==> src/rtl/mem_arbiter.sv <==
// Two-requester arbiter for the shared memory port of the multicycle MIPS core.
// One transaction in flight; the CPU has priority, but a starvation counter guarantees the loader a grant.
module mem_arbiter #(
  parameter int AW       = 32,
  parameter int DW       = 32,
  parameter int RD_LAT   = 1,
  parameter int MAX_WAIT = 4
) (
  input  logic          cclk,
  input  logic          rst,
  input  logic          cpu_req,
  input  logic          cpu_we,
  input  logic [AW-1:0] cpu_addr,
  input  logic [DW-1:0] cpu_wdata,
  output logic [DW-1:0] cpu_rdata,
  output logic          cpu_ready,
  input  logic          dbg_req,
  input  logic          dbg_we,
  input  logic [AW-1:0] dbg_addr,
  input  logic [DW-1:0] dbg_wdata,
  output logic [DW-1:0] dbg_rdata,
  output logic          dbg_ready,
  output logic          mem_en,
  output logic          mem_we,
  output logic [AW-1:0] mem_addr,
  output logic [DW-1:0] mem_wdata,
  input  logic [DW-1:0] mem_rdata,
  output logic          owner,
  output logic          busy
);

  typedef enum logic [1:0] {IDLE, ACCESS, WAIT, RESP} state_t;

  localparam logic [3:0] SMAX  = 4'(MAX_WAIT);
  localparam logic [1:0] WLAST = 2'(RD_LAT - 1);

  state_t        state_q, state_d;
  logic [3:0]    starve_q, starve_d;
  logic [1:0]    wcnt_q, wcnt_d;
  logic          mem_en_q, mem_en_d;
  logic          mem_we_q, mem_we_d;
  logic [AW-1:0] mem_addr_q, mem_addr_d;
  logic [DW-1:0] mem_wdata_q, mem_wdata_d;
  logic          owner_q, owner_d;
  logic          busy_q, busy_d;
  logic          cpu_ready_q, cpu_ready_d;
  logic          dbg_ready_q, dbg_ready_d;
  logic [DW-1:0] cpu_rdata_q, cpu_rdata_d;
  logic [DW-1:0] dbg_rdata_q, dbg_rdata_d;
  logic          grant_dbg;

  // Loader wins when alone, or when it has watched MAX_WAIT CPU grants in a row.
  assign grant_dbg = dbg_req & (~cpu_req | (starve_q == SMAX));

  always_ff @(posedge cclk or posedge rst) begin
    if (rst) state_q <= IDLE;
    else     state_q <= state_d;
  end

  always_comb begin
    state_d = state_q;
    case (state_q)
      IDLE:   if (cpu_req | dbg_req) state_d = ACCESS;
      ACCESS: state_d = mem_we_q ? RESP : WAIT;
      WAIT:   if (wcnt_q == WLAST) state_d = RESP;
      RESP:   state_d = IDLE;
      default: state_d = IDLE;
    endcase
  end

  always_comb begin
    starve_d    = starve_q;
    wcnt_d      = wcnt_q;
    mem_en_d    = 1'b0;
    mem_we_d    = 1'b0;
    mem_addr_d  = mem_addr_q;
    mem_wdata_d = mem_wdata_q;
    owner_d     = owner_q;
    cpu_ready_d = 1'b0;
    dbg_ready_d = 1'b0;
    cpu_rdata_d = cpu_rdata_q;
    dbg_rdata_d = dbg_rdata_q;
    busy_d      = (state_d != IDLE);
    case (state_q)
      IDLE: begin
        if (!dbg_req) starve_d = 4'd0;
        if (cpu_req | dbg_req) begin
          mem_en_d = 1'b1;
          owner_d  = grant_dbg;
          if (grant_dbg) begin
            mem_we_d    = dbg_we;
            mem_addr_d  = dbg_addr;
            mem_wdata_d = dbg_wdata;
            starve_d    = 4'd0;
          end else begin
            mem_we_d    = cpu_we;
            mem_addr_d  = cpu_addr;
            mem_wdata_d = cpu_wdata;
            if (dbg_req && starve_q != SMAX) starve_d = starve_q + 4'd1;
          end
        end
      end
      ACCESS: begin
        wcnt_d = 2'd0;
        if (mem_we_q) begin
          cpu_ready_d = ~owner_q;
          dbg_ready_d = owner_q;
        end
      end
      WAIT: begin
        wcnt_d = wcnt_q + 2'd1;
        // Final wait cycle: memory data is valid now, hand it to the owner only.
        if (wcnt_q == WLAST) begin
          cpu_ready_d = ~owner_q;
          dbg_ready_d = owner_q;
          if (owner_q) dbg_rdata_d = mem_rdata;
          else         cpu_rdata_d = mem_rdata;
        end
      end
      default: ;
    endcase
  end

  always_ff @(posedge cclk or posedge rst) begin
    if (rst) begin
      starve_q    <= 4'd0;
      wcnt_q      <= 2'd0;
      mem_en_q    <= 1'b0;
      mem_we_q    <= 1'b0;
      mem_addr_q  <= '0;
      mem_wdata_q <= '0;
      owner_q     <= 1'b0;
      busy_q      <= 1'b0;
      cpu_ready_q <= 1'b0;
      dbg_ready_q <= 1'b0;
      cpu_rdata_q <= '0;
      dbg_rdata_q <= '0;
    end else begin
      starve_q    <= starve_d;
      wcnt_q      <= wcnt_d;
      mem_en_q    <= mem_en_d;
      mem_we_q    <= mem_we_d;
      mem_addr_q  <= mem_addr_d;
      mem_wdata_q <= mem_wdata_d;
      owner_q     <= owner_d;
      busy_q      <= busy_d;
      cpu_ready_q <= cpu_ready_d;
      dbg_ready_q <= dbg_ready_d;
      cpu_rdata_q <= cpu_rdata_d;
      dbg_rdata_q <= dbg_rdata_d;
    end
  end

  assign mem_en    = mem_en_q;
  assign mem_we    = mem_we_q;
  assign mem_addr  = mem_addr_q;
  assign mem_wdata = mem_wdata_q;
  assign owner     = owner_q;
  assign busy      = busy_q;
  assign cpu_ready = cpu_ready_q;
  assign dbg_ready = dbg_ready_q;
  assign cpu_rdata = cpu_rdata_q;
  assign dbg_rdata = dbg_rdata_q;

endmodule

==> config.mk <==
export PLATFORM = sky130hd
export DESIGN_NAME = mem_arbiter
export DESIGN_NICKNAME = d
export VERILOG_FILES = /design/src/rtl/mem_arbiter.sv
export SDC_FILE = /design/constraint.sdc
export NUM_CORES = 1
export LEC_CHECK = 0
export BUFFER_PORTS_ARGS = -buffer_cell sky130_fd_sc_hd__buf_2
export CORE_ASPECT_RATIO = 0.8
export CORE_MARGIN = 2
export CORE_UTILIZATION = 43
export DETAILED_ROUTE_END_ITERATION = 8
export PLACE_DENSITY = 0.88
export SYNTH_ARGS = -nofsm -noshare
export SYNTH_HDL_FRONTEND = slang
export SYNTH_SLANG_ARGS = --single-unit
==> constraint.sdc <==
create_clock -name cclk -period 5.85 [get_ports cclk]
set_clock_uncertainty 0.05 [all_clocks]
set_input_delay 1.755 -clock cclk [delete_from_list [all_inputs] [get_ports cclk]]
set_output_delay 1.755 -clock cclk [all_outputs]
set_load 0.01 [all_outputs]
# After elaboration in Yosys (flattened, before gate mapping)
# Cells that the tools add are included.
[word_totals]
regBits = 142
inputBits = 166
wordCells = 55
[classes]
addsub = 2
n_eq_ne = 5
muxes = 22
bitwise = 5
reduce_logical = 8
[op_table]
columns = ["op", "n"]
rows = [
  ["2-to-1 mux 32 bit", 2],
  ["2-to-1 mux 4 bit", 4],
  ["2-to-1 mux 1 bit", 10],
  ["one-hot mux 2 bit (4 select lines)", 1],
  ["AND reduction 3 bit", 2],
  ["adder 4 x 1 -> 4 bit, second input constant", 1],
  ["equality test 2 bit, second input constant", 2],
  ["equality test 4 x 3 -> 1 bit, second input constant", 1],
  ["logical NOT 2 bit", 2],
  ["2-to-1 mux 2 bit", 2],
  ["inequality test 4 x 3 -> 1 bit, second input constant", 1],
  ["one-hot mux 1 bit (2 select lines)", 2],
  ["one-hot mux 2 bit (2 select lines)", 1],
  ["nonzero test 2 bit", 2],
  ["adder 2 x 1 -> 2 bit, second input constant", 1],
  ["equality test 2 x 1 -> 1 bit, second input constant", 1],
  ["inverter 1 bit", 2],
  ["OR 1 bit", 2],
  ["AND reduction 2 bit", 1],
  ["bitwise AND 1 bit", 1],
  ["logical AND 1 bit", 1],
]

# Logic depth before layout (Yosys ltp)
# Gate-level depths: netlist of the first run.
[logic_depth]
ltp_word = 6
mapped_depth = 9

# Least setup slack after synthesis of the first run
# Ideal clock, no wire load.
[synth_timing]
kind = "input port to flip-flop"
from = "in cpu_req"
to = "reg mem_wdata_q[10] (netlist: mem_wdata[10])"
setup_time_ps = 80
t_arrival_ps = 2544
setup_slack_ps = 3176
cell_stages = 5
path_buffers = 2
path_cell_list = "o21ai_2 > buf_2 > buf_1 > nand2_1 > o211ai_2"
[synth_via]
elab_chain_cells = 4
[synth_rtl]
columns = ["item", "line_no", "text"]
rows = [
  ["start, declared", "11", "input logic cpu_req,"],
  ["inverter 1 bit", "53", "assign grant_dbg = dbg_req & (~cpu_req | (starve_q == SMAX));"],
  ["OR 1 bit", "53", ""],
  ["bitwise AND 1 bit", "53", ""],
  ["2-to-1 mux 32 bit", "90", "if (grant_dbg) begin"],
  ["end signal, assigned", "144", "mem_wdata_q <= mem_wdata_d;"],
  ["end, declared", "43", "logic [DW-1:0] mem_wdata_q, mem_wdata_d;"],
]
# Parallel ways exist; a longest one is shown, timed or not.
# A chain may end at the register's enable or synchronous reset.

# Worst setup path after layout of the first run
[layout_timing]
from = "in cpu_req"
to = "reg mem_wdata_q[0] (netlist: mem_wdata[0])"
# The elaborated chain is that of the path after synthesis.

==> impl_metrics.tcl, run 1 <==
set metrics [dict create \
    relSlewSlack_pct 40.7 \
    synth_edf_count 0 \
    leakage_uw 0.00426 \
    yosys-top-cells-area "dfrtp_1 (55%), mux2_1 (10%), o211ai_2 (9.6%)" \
    grt_overflow 0 \
    num_rows 40 \
    synth_warnings 0 \
    port_buffers 299 \
    holdWs_ps 432 \
    synth_top_area_share_pct 54.7 \
    p_per_area_nw_per_um2 549 \
    holdBufCountCts 0 \
    areaGrowthSynthToFinish_pct 33.3 \
    ant_nets 0 \
    grt_pass1_vias 5492 \
    synth-async-reset-ratio_pct 100 \
    tightest_slew_ps 889 \
    drt_iter0_markers 390 \
    die_area_um2 16100 \
    cts_buffer_depth 2 \
    startpoint_type "input port" \
    clk_latency_ps 400 \
    cts_setup_buffers 0 \
    hold_viol_final 0 \
    mostFrequentLayoutCells "buf_2 (299), dfrtp_1 (142), nand2_1 (130), nand4_1 (64), mux2_1 (60)" \
    tns_ps 0 \
    ir_worst_vdd_v 0.000255 \
    viasPerCell 5.31 \
    cp.required_ps 6060 \
    drv_cap 0 \
    period_share_pct 52.8 \
    vias 5538 \
    post-route-drc-count 0 \
    cts_resized 0 \
    dpl.hpwl_um 12800 \
    htreeDepth 4 \
    clk_pin_slew_ps 60 \
    gp_congestion 0.774 \
    core-area_um2 14900 \
    fin_nets 1012 \
    end_kind "flip-flop" \
    cts-root-buf "clkbuf_16" \
    n_fill_cell 1229 \
    cp.arrival_ps 3300 \
    finalMaxSlewViolations 0 \
    synth.distinct_cells 32 \
    drt_first_pass_iters 5 \
    ios 300 \
    yosys_register_bits 142 \
    grt_max_degree 73 \
    pre_cts_ws_ps 2330 \
    die_h_um 114 \
    status "completed" \
    antenna_cells 0 \
    path_max_fanout 46 \
    layout_commonest_cell "buf_2" \
    syn_area_um2 6490 \
    drive_above_1_share_pct 47.0 \
    cts.sinks 142 \
    hp-class "reg2reg" \
    grt_pass1_wl_um 28600 \
    yosysTopAreaCell "dfrtp_1" \
    rsz0062_at_grt "no" \
    drt-total-wl_um 18100 \
    cts_buffers 17 \
    fin_crit_ps 3090 \
    synth.net_count 735 \
    start_util_pct 43.5 \
    worst_slack_ps 2760 \
    avgSynthCellArea_um2 11.5 \
    yosysSeqAreaShare_pct 54.7 \
    wire_per_inst_um 17.3 \
    die_w_um 141 \
    grt_usage_pct 22.7 \
    crit_type "in2reg" \
    antenna_found_initial 0 \
    ys.flop_type "dfrtp_1" \
    setup_violations 0 \
    syn_inst 563 \
    cts_tree "yes" \
    max_freq_mhz 324 \
]
==> registers in the layout (all words and copies together) (netlist names) <==
name and count:
owner 1, cpu_rdata 32, cpu_ready 1, state_q 2, dbg_rdata 32, mem_en 1
busy 1, mem_wdata 32, wcnt_q 2, dbg_ready 1, mem_we 1, mem_addr 32
starve_q 4
==> through the flow <==
| stage | area [µm²] | total power (µW) | utilization, % | cells |
|---|---|---|---|---|
| 6_report | 8650 | 4750 | 58.0 | 1042 |
| 5_1_grt | 8650 | 5090 | 58.0 | 1042 |
| 4_1_cts | 8650 | 4800 | 58.0 | 1042 |
| 3_5_place_dp | 8050 | 3690 | 54.0 | 1010 |
| 3_3_place_gp | 8050 | 3600 | 54.0 | 1010 |
| 2_1_floorplan | 6490 | 2910 | - | 563 |
==> path summary, 6_finish.rpt <==
| check | from | to | slack, ps | cells past startpoint |
|---|---|---|---|---|
| max reg2reg | state_q[0] | mem_wdata[0] | 2950 | 8 |
| max in group asynchronous | rst | dbg_rdata[13] | 3470 | 3 |
| max | cpu_req | mem_wdata[0] | 2760 | 5 |
| min | cpu_rdata[12] | cpu_rdata[12] | 430 | 1 |
| min in group asynchronous | rst | dbg_rdata[6] | 1250 | 2 |
| min reg2reg | cpu_rdata[12] | cpu_rdata[12] | 430 | 1 |
==> report_power, final <==
group	internal, µW	total (µW)	switching, µW	leakage, µW
clock	686	1090	408	0.000287
combinational	838	1970	1140	0.00225
sequential	1450	1690	232	0.00173
==> kinds of logic after synthesis <==
family	share of synthesized area, %
buf+inv	4.60
compound gates	12.9
flops	54.7
fa+ha+maj	1.16
mux	11.4
simple gates	15.1
==> cell usage after synthesis, types with 4 or more instances <==
master / n
buf_1: 9
nand3_1: 4
o211ai_2: 50
o21ai_0: 4
o211ai_1: 15
nand4_1: 64
inv_1: 9
mux2_1: 60
nand2_1: 130
clkbuf_1: 15
buf_6: 6
mux2_2: 6
dfrtp_1: 142
ha_1: 6
buf_2: 17
==> worst max-delay path, cell delays in order <==
cell and delay, ps:
buf_2 140, nand2b_1 160, and2_4 640, buf_4 420
o211ai_1 170
==> layer usage <==
layer	global-route usage [%]	up-vias	part of all wire, %
met2	37.2	243	49
met4	7.73	0	2.3
met5	0	-	0
met3	8.19	31	8.2
met1	28.0	2679	40
li1	-	2585	-
==> layout make-up <==
| cell class | instances | area [µm²] | share of cell area, % |
|---|---|---|---|
| flip-flops and latches | 142 | 3550 | 41.1 |
| multi-input cells | 361 | 2650 | 30.7 |
| repair buffers | 307 | 1560 | 18.0 |
| clock buffers | 20 | 447 | 5.16 |
| well taps | 189 | 236 | 2.73 |
| clock inverters | 12 | 161 | 1.86 |
| inverters | 11 | 46.3 | 0.535 |
(Power assumes the default switching activity.)
==> run 2: changes to the inputs <==
--- a/config.mk
+++ b/config.mk
@@ -8,7 +8,7 @@
 export BUFFER_PORTS_ARGS = -buffer_cell sky130_fd_sc_hd__buf_2
 export CORE_ASPECT_RATIO = 0.8
 export CORE_MARGIN = 2
-export CORE_UTILIZATION = 43
+export CORE_UTILIZATION = 45
 export DETAILED_ROUTE_END_ITERATION = 8
 export PLACE_DENSITY = 0.88
 export SYNTH_ARGS = -nofsm -noshare
==> constraint.sdc (replaced) <==
create_clock -name cclk -period 2.9 [get_ports cclk]
set_clock_uncertainty 0.05 [all_clocks]
set_input_delay 0.87 -clock cclk [delete_from_list [all_inputs] [get_ports cclk]]
set_output_delay 0.87 -clock cclk [all_outputs]
set_load 0.01 [all_outputs]
==> impl_metrics.tcl, run 2 (synthesis results as in run 1) <==
set metrics [dict create \
    status "completed" \
    ios 300 \
    drt-total-wl_um 17100 \
    layout_commonest_cell "buf_2" \
    die_w_um 138 \
    gp_congestion 0.828 \
    cts_resized 0 \
    p_per_area_nw_per_um2 1100 \
    crit_type "reg2reg" \
    drv_cap 0 \
    tns_ps 0 \
    num_rows 39 \
    pre_cts_ws_ps 450 \
    postPlaceCellArea_um2 8090 \
    multi_input_area_um2 2650 \
    design_area_um2 8690 \
    startpoint_type "flip-flop" \
    areaGrowthSynthToFinish_pct 33.8 \
    ir_worst_vdd_v 0.000612 \
    n_fill_cell 1100 \
    cts_buffers 17 \
    post-route-util_pct 61.2 \
    max_freq_mhz 427 \
    drt_first_pass_iters 5 \
    cts.sinks 142 \
    path_max_fanout 32 \
    grt_max_degree 84 \
    die_h_um 111 \
    htreeDepth 4 \
    cts_buffer_depth 2 \
    clk_pin_slew_ps 60 \
    grt_pass1_wl_um 27700 \
    fin_nets 1012 \
    grt_pass1_vias 5439 \
    dpl.hpwl_um 11800 \
    cp.required_ps 3140 \
    rsz0062_at_grt "no" \
    relSlewSlack_pct 23.8 \
    clk_latency_ps 410 \
    antenna_found_initial 0 \
    drt_iter0_markers 359 \
    hp-class "reg2reg" \
    ant_nets 0 \
    grt_usage_pct 22.3 \
    viasPerCell 5.38 \
    grt_overflow 0 \
    holdBufCountCts 0 \
    fin_crit_ps 2340 \
    finalMaxSlewViolations 0 \
    cp.arrival_ps 2580 \
    worst_slack_ps 556 \
    cts_setup_buffers 0 \
    antenna_cells 0 \
    wire_per_inst_um 16.5 \
    cts-root-buf "clkbuf_16" \
    leakage_uw 0.00428 \
    vias 5576 \
    hold_viol_final 0 \
    drive_above_1_share_pct 47.2 \
    end_kind "flip-flop" \
    start_util_pct 45.7 \
    finalPower_uw 9550 \
    cts_tree "yes" \
    port_buffers 299 \
    tightest_slew_ps 1140 \
    core-area_um2 14200 \
    seq_area_um2 3550 \
    post-route-drc-count 0 \
    period_share_pct 80.8 \
    mostFrequentLayoutCells "buf_2 (299), dfrtp_1 (142), nand2_1 (130), nand4_1 (64), mux2_1 (60)" \
    die_area_um2 15400 \
    setup_violations 0 \
]
==> run 2: cell types whose count changed in the layout (fill, tap and decap cells not counted) <==
cell / previous run / this run
clkbuf_8: 1 / 0
clkbuf_1: 2 / 0
buf_12: 0 / 4
bufinv_16: 3 / 2
buf_4: 8 / 4
inv_8: 0 / 3
clkinv_4: 3 / 4
==> run 2: metal layers <==
layer / part of all wire [%] / global-route usage (%) / routed length [µm]
met4: 1.8 / 7.48 / 303
met3: 7.1 / 5.89 / 1220
met2: 49 / 36.2 / 8390
met5: 0 / 0 / 0
met1: 42 / 29.3 / 7200
==> run 2: path summary, 6_finish.rpt <==
check,cells past startpoint,startpoint,slack (ps),endpoint
max,4,state_q[0],560,dbg_rdata[7]
min,1,dbg_rdata[20],440,dbg_rdata[20]
max reg2reg,4,state_q[0],560,dbg_rdata[7]
min reg2reg,1,dbg_rdata[20],440,dbg_rdata[20]
max in group asynchronous,3,rst,1880,mem_wdata[6]
min in group asynchronous,3,rst,520,mem_addr[21]
==> run 2: critical path, cell delays in order, from the launching register on <==
cell     delay, ps
dfrtp_1        410
inv_1           90
ha_1           310
nand3_2        730
mux2_1         610
==> run 2: metrics by stage <==
step           hold slack, ps  cells
4_1_cts                   440   1037
3_3_place_gp              419   1005
3_5_place_dp              425   1005
5_1_grt                   448   1037
2_1_floorplan             454    563
6_report                  436   1037
==> run 2: power by group <==
group | switching, µW | internal, µW | leakage, µW
Combinational | 2240 | 1700 | 0.00226
Sequential | 490 | 2930 | 0.00173
Clock | 898 | 1290 | 0.000290
==> run 2: final cells by class <==
class	count	area share [%]
Tap cell	184	2.65
Multi-Input combinational cell	361	30.5
Clock buffer	17	4.90
Inverter	11	0.518
Timing Repair Buffer	307	18.5
Clock inverter	15	2.02
Sequential cell	142	40.9
